**src/rtl/fwd_def.sv**
```systemverilog
// Shared definitions for the operand forwarding pipeline: register-zero
// constant, forwarding source encoding and the writeback control encoding.
package fwd_def;

  localparam int REG_ZERO = 0;

  typedef enum logic [1:0] {
    SRC_RF  = 2'd0,
    SRC_EX  = 2'd1,
    SRC_STG = 2'd2
  } src_sel_e;

  typedef enum logic [1:0] {
    WB_SEL_ALU = 2'd0,
    WB_SEL_MEM = 2'd1,
    WB_SEL_PC4 = 2'd2
  } wb_sel_e;

endpackage

```
**src/rtl/fwd_match_sel.sv**
```systemverilog
// Priority search for one ID operand over the EX instruction and the tracked
// result stages; the youngest matching producer wins.
module fwd_match_sel
  import fwd_def::*;
#(
  parameter int DATA_W = 32,
  parameter int REG_AW = 5,
  parameter int DEPTH  = 3
) (
  input  logic [REG_AW-1:0]       reg_addr_i,
  input  logic [DATA_W-1:0]       rf_data_i,
  input  logic                    iss_valid_i,
  input  logic                    iss_we_i,
  input  logic [REG_AW-1:0]       iss_rd_i,
  input  logic                    iss_is_load_i,
  input  logic [DATA_W-1:0]       ex_result_i,
  input  logic [DATA_W-1:0]       ld_data_i,
  input  logic [DEPTH-1:0]        stg_v_i,
  input  logic [DEPTH-1:0]        stg_we_i,
  input  logic                    stg0_ld_i,
  input  logic [DEPTH*REG_AW-1:0] stg_rd_i,
  input  logic [DEPTH*DATA_W-1:0] stg_data_i,
  output logic [DATA_W-1:0]       sel_data_o,
  output logic                    not_ready_o,
  output src_sel_e                src_o
);

  // Scan oldest to youngest so each later hit overrides an older one.
  always_comb begin
    sel_data_o  = rf_data_i;
    not_ready_o = 1'b0;
    src_o       = SRC_RF;
    if (reg_addr_i != REG_AW'(REG_ZERO)) begin
      for (int k = DEPTH - 1; k >= 0; k--) begin
        if (stg_v_i[k] && stg_we_i[k] && (stg_rd_i[k*REG_AW +: REG_AW] == reg_addr_i)) begin
          sel_data_o = (k == 0 && stg0_ld_i) ? ld_data_i : stg_data_i[k*DATA_W +: DATA_W];
          src_o      = SRC_STG;
        end
      end
      if (iss_valid_i && iss_we_i && (iss_rd_i == reg_addr_i)) begin
        sel_data_o  = ex_result_i;
        not_ready_o = iss_is_load_i;
        src_o       = SRC_EX;
      end
    end
  end

endmodule

```
**src/rtl/operand_fwd_pipe.sv**
```systemverilog
// Writeback/forwarding stage: DEPTH-entry result pipeline, operand bypass and
// load-use stall. Define FWD_STATS_EN to add fwd_cnt/stall_cnt counters.
module operand_fwd_pipe
  import fwd_def::*;
#(
  parameter int DATA_W = 32,
  parameter int REG_AW = 5,
  parameter int DEPTH  = 3
) (
  input  logic              clk,
  input  logic              rstn,
  input  logic [REG_AW-1:0] id_rs,
  input  logic [REG_AW-1:0] id_rt,
  input  logic [DATA_W-1:0] rf_rd1,
  input  logic [DATA_W-1:0] rf_rd2,
  input  logic              iss_valid,
  input  logic              iss_we,
  input  logic [REG_AW-1:0] iss_rd,
  input  logic              iss_is_load,
  input  logic [DATA_W-1:0] ex_result,
  input  logic [DATA_W-1:0] ld_data,
  output logic [DATA_W-1:0] fwd_a,
  output logic [DATA_W-1:0] fwd_b,
  output logic              stall,
  output logic              wb_we,
  output logic [REG_AW-1:0] wb_addr,
  output logic [DATA_W-1:0] wb_data
`ifdef FWD_STATS_EN
  ,
  output logic [31:0]       fwd_cnt,
  output logic [31:0]       stall_cnt
`endif
);

  logic [DEPTH-1:0]        v_q, v_d, we_q, we_d;
  logic                    ld0_q, ld0_d;
  logic [REG_AW-1:0]       rd_q   [DEPTH];
  logic [REG_AW-1:0]       rd_d   [DEPTH];
  logic [DATA_W-1:0]       data_q [DEPTH];
  logic [DATA_W-1:0]       data_d [DEPTH];
  logic [DEPTH*REG_AW-1:0] rd_flat;
  logic [DEPTH*DATA_W-1:0] data_flat;

  // Only stage 0 can hold a pending load; stage 1 resolves it with ld_data.
  always_comb begin
    v_d       = {v_q[DEPTH-2:0], iss_valid};
    we_d      = {we_q[DEPTH-2:0], iss_we};
    ld0_d     = iss_is_load;
    rd_d[0]   = iss_rd;
    data_d[0] = ex_result;
    for (int k = 1; k < DEPTH; k++) begin
      rd_d[k]   = rd_q[k-1];
      data_d[k] = data_q[k-1];
    end
    if (ld0_q) data_d[1] = ld_data;
  end

  always_ff @(posedge clk or negedge rstn) begin
    if (!rstn) begin
      v_q   <= '0;
      we_q  <= '0;
      ld0_q <= 1'b0;
      for (int k = 0; k < DEPTH; k++) begin
        rd_q[k]   <= '0;
        data_q[k] <= '0;
      end
    end else begin
      v_q   <= v_d;
      we_q  <= we_d;
      ld0_q <= ld0_d;
      for (int k = 0; k < DEPTH; k++) begin
        rd_q[k]   <= rd_d[k];
        data_q[k] <= data_d[k];
      end
    end
  end

  assign wb_we   = v_q[DEPTH-1] & we_q[DEPTH-1] & (rd_q[DEPTH-1] != REG_AW'(REG_ZERO));
  assign wb_addr = rd_q[DEPTH-1];
  assign wb_data = data_q[DEPTH-1];

  logic [REG_AW-1:0] op_reg  [2];
  logic [DATA_W-1:0] op_rf   [2];
  logic [DATA_W-1:0] op_data [2];
  logic              op_nr   [2];
  src_sel_e          op_src  [2];

  assign op_reg[0] = id_rs;
  assign op_reg[1] = id_rt;
  assign op_rf[0]  = rf_rd1;
  assign op_rf[1]  = rf_rd2;

  generate
    for (genvar gi = 0; gi < DEPTH; gi++) begin : g_flat
      assign rd_flat[gi*REG_AW +: REG_AW]   = rd_q[gi];
      assign data_flat[gi*DATA_W +: DATA_W] = data_q[gi];
    end
    for (genvar gi = 0; gi < 2; gi++) begin : g_op
      fwd_match_sel #(.DATA_W(DATA_W), .REG_AW(REG_AW), .DEPTH(DEPTH)) u_sel (
        .reg_addr_i    (op_reg[gi]),
        .rf_data_i     (op_rf[gi]),
        .iss_valid_i   (iss_valid),
        .iss_we_i      (iss_we),
        .iss_rd_i      (iss_rd),
        .iss_is_load_i (iss_is_load),
        .ex_result_i   (ex_result),
        .ld_data_i     (ld_data),
        .stg_v_i       (v_q),
        .stg_we_i      (we_q),
        .stg0_ld_i     (ld0_q),
        .stg_rd_i      (rd_flat),
        .stg_data_i    (data_flat),
        .sel_data_o    (op_data[gi]),
        .not_ready_o   (op_nr[gi]),
        .src_o         (op_src[gi])
      );
    end
  endgenerate

  assign fwd_a = op_data[0];
  assign fwd_b = op_data[1];
  assign stall = ((op_src[0] == SRC_EX) & op_nr[0]) | ((op_src[1] == SRC_EX) & op_nr[1]);

`ifdef FWD_STATS_EN
  logic [31:0] fwd_cnt_q, stall_cnt_q;
  logic [1:0]  fwd_inc;
  logic [32:0] fwd_sum;

  assign fwd_inc = stall ? 2'd0 :
                   ({1'b0, op_src[0] != SRC_RF} + {1'b0, op_src[1] != SRC_RF});
  assign fwd_sum = {1'b0, fwd_cnt_q} + 33'(fwd_inc);

  always_ff @(posedge clk or negedge rstn) begin
    if (!rstn) begin
      fwd_cnt_q   <= '0;
      stall_cnt_q <= '0;
    end else begin
      fwd_cnt_q <= fwd_sum[32] ? 32'hFFFF_FFFF : fwd_sum[31:0];
      if (stall && (stall_cnt_q != 32'hFFFF_FFFF)) stall_cnt_q <= stall_cnt_q + 32'd1;
    end
  end

  assign fwd_cnt   = fwd_cnt_q;
  assign stall_cnt = stall_cnt_q;
`endif

endmodule

```
**config.mk**
```make
export PLATFORM = sky130hd
export DESIGN_NAME = operand_fwd_pipe
export DESIGN_NICKNAME = d
export VERILOG_FILES = /design/src/rtl/fwd_def.sv /design/src/rtl/fwd_match_sel.sv /design/src/rtl/operand_fwd_pipe.sv
export SDC_FILE = /design/constraint.sdc
export NUM_CORES = 1
export LEC_CHECK = 0
export BUFFER_PORTS_ARGS = -buffer_cell sky130_fd_sc_hd__buf_2
export CORE_MARGIN = 8
export CORE_UTILIZATION = 40
export DETAILED_ROUTE_END_ITERATION = 8
export PLACE_DENSITY_LB_ADDON = 0.15
export RECOVER_POWER = 50
export SKIP_CTS_REPAIR_TIMING = 1
export SLEW_MARGIN = 20
export SYNTH_ARGS = -nofsm -noshare
export SYNTH_HDL_FRONTEND = slang
export SYNTH_SLANG_ARGS = --single-unit
```
**constraint.sdc**
```tcl
create_clock -name clk -period 3.65 [get_ports clk]
set_clock_uncertainty 0.2 [all_clocks]
set_input_delay 0.365 -clock clk [delete_from_list [all_inputs] [get_ports clk]]
set_output_delay 0.365 -clock clk [all_outputs]
set_load 0.005 [all_outputs]
```
==> results.cfg <==
[outcome]
status = finished with violations
violations = max-capacitance violations, max-slew violations

[drt]
wirelength_um = 32900
drtAntennaViolNets = 0
vias_per_cell = 6.13
firstDrtPassIters = 5
first_iter_violations = 795
routed-via-count = 8241
drc_errors = 0
drt-wirelength-per-cell_um = 24.5

[timing]
clock.fmax_ghz = 0.308
tightest_slew_ns = 2.29
fin_crit_ns = 3.25
rsz0062_at_grt = false
whs_ns = 0.0143
slew_headroom = -0.524
hold_viol = 0
setup_tns_ns = 0
setup_viol = 0
maxSlewViolCount = 37
fin_crit_sh = 0.890

[cells_and_area]
nets = 1215
register_area_um2 = 2950
final_util = 0.521
multiInputGateArea_um2 = 4290
fillerInstances = 1819
antenna-diode-count = 0
area_growth_syn_to_layout_pct = 28.3
drive_gt1_frac = 0.285

[floorplanning]
dieArea_um2 = 24500
die_w_um = 157
core_um2 = 19500
ios = 251
fp.dieH_um = 157
rows = 51
initial_utilization = 0.406

[placement]
portBuffers = 250
dpl.hpwl_um = 21100
place_congestion = 0.870

[yosys]
synth_warnings = 0
synth_area_leaders = dfrtp_1, a21oi_1, a21boi_1, mux2_2, o311ai_1
synth_top_area_share = 0.374
ys_seq_area_frac = 0.374
synthCells = 864
synthesis.nets = 1012
yosysTopAreaCell = dfrtp_1
synth_cell_type_count = 37
ys_ff_latch = 118
syn_area_per_cell_um2 = 9.15
netlist_area_um2 = 7910

[critical_path]
endpoint = fwd_a[2]
crit_start = rd_d[0]
reg2reg_depth = 2
critPathLaunchType = flop
crit_fanout = 32
path_class = reg2out
endpoint_kind = output port
required_ns = 3.08
reg2reg_to = data_d[0]
reg2reg_from = ld0_q
r2r_setup_slack_ns = 2.01
arrival_ns = 2.68

[clock_tree]
htree_num_levels = 4
cts_tree = built
cts_root_buf = clkbuf_16
clk_pin_slew_worst_paths_ns = 0.06
clock_latency_ns = 0.42
cts_max_path_buffers = 2
cts_made_buffers = 17
cts_sinks = 118

[grt]
overflow = 0
track_usage = 0.264
grt_max_degree = 65
grt_pass1_vias = 8572
grt_pass1_wl_um = 49700
antenna_found_initial = 1

[pwr]
ir_drop_v = 0.000304
total_power_mw = 4.13
power.leakage_nw = 4.14
cellPowerDensity_nw_per_um2 = 407

[worst_hold_path]
hold_class = in2reg

[flow_run]
maxCapViolations = 1
[synthesized netlist by cell type]
cell type / instances
nor4_1: 2
a2111oi_4: 1
a41o_1: 1
or3_1: 9
o311ai_1: 41
nand4_1: 4
o221ai_1: 23
buf_2: 21
o22ai_1: 31
inv_1: 1
o21ai_1: 1
clkbuf_1: 71
nand2b_1: 1
buf_6: 4
xnor2_1: 14
nand3b_1: 32
nand3_1: 33
nor3_1: 3
nor2b_1: 1
and3_1: 42
o2111a_1: 1
nand2_1: 9
nor2_1: 42
and2_1: 5
nor4_4: 2
or2_1: 1
o32ai_1: 32
dfrtp_1: 118
and4_1: 3
a21boi_1: 64
buf_1: 4
a32o_1: 23
a31o_2: 1
a21oi_1: 130
xor2_1: 24
mux2_2: 32
buf_4: 37
[flip-flops by register name, summed over array words and instances (netlist names)]
name and cells:
data_d 32, data_flat 32, wb_data 32, rd_d 10, wb_addr 5, v_q 3, we_q 3, ld0_q 1
[per-layer routing]
| layer | wire length [um] | up-vias | track usage |
|---|---|---|---|
| li1 | - | 3695 | - |
| met1 | 13700 | 3978 | 0.337 |
| met2 | 15500 | 501 | 0.425 |
| met3 | 3010 | 65 | 0.0632 |
| met4 | 757 | 2 | 0.0979 |
| met5 | 13 | - | 0 |
[worst max-delay path, stage by stage (launching register included)]
cell       delay, ns
dfrtp_1         0.40
nor2b_1         0.17
a2111oi_4       0.29
and2_2          0.75
o311ai_1        0.21
a21oi_1         0.27
buf_2           0.16
[layout by cell type, fill, tap and decap left out, drive strengths merged, types with 9 or more instances in the layout]
cell type / n
buf: 224
a21oi: 130
dfrtp: 118
clkbuf: 75
a21boi: 64
and3: 42
nor2: 42
o311ai: 41
dlygate4sd3: 41
nand3: 33
mux2: 32
o32ai: 32
nand3b: 32
o22ai: 31
xor2: 24
a32o: 23
o221ai: 23
xnor2: 14
or3: 9
nand2: 9
[power by group]
part	switching (mW)	leakage, nW	total [mW]	internal (mW)
Combinational	0.460	2.46	0.783	0.324
Sequential	0.0626	1.37	1.46	1.39
Clock	0.651	0.307	1.89	1.24
[cells by family (layout without fill, tap and decap cells)]
kind of cell,after synthesis,count (layout),synth area share
AO/OA/AOI/OAI,349,349,0.311
XOR/XNOR,38,38,0.0421
buffers and inverters,138,354,0.0902
flip-flops,118,118,0.374
multiplexers,32,32,0.0456
AND/OR/NAND/NOR,189,189,0.138
[worst min path at each step]
stage	end	slack (ns)	cells past startpoint	from
after floorplan	data_d[0]	-0.13	0	rstn
after global placement	we_q[2]	0.16	0	we_q[1]
after detailed placement	we_q[2]	0.16	0	we_q[1]
after CTS	wb_data[3]	-0.28	1	rstn
after global routing	data_d[25]	0.002	2	ld_data[25]
final	data_d[18]	0.01	2	ld_data[18]
[metrics by stage]
| stage | setup slack (ns) | instance area (um2) | cells |
|---|---|---|---|
| floorplan | 1.27 | 7910 | 864 |
| global placement | 0.770 | 9130 | 1271 |
| detailed placement | 0.790 | 9130 | 1271 |
| CTS | 0.407 | 9780 | 1303 |
| global route | 0.186 | 10100 | 1345 |
| finish | 0.402 | 10100 | 1345 |
[area by class of cell]
class                   instances  area share
clock buffers                  19      0.0446
multi-input cells             608       0.423
repair buffers                321       0.188
inverters                       1    0.000370
well taps                     265      0.0327
flip-flops and latches        118       0.291
clock inverters                13      0.0200
Note: power is estimated with default switching activity, not from simulation.
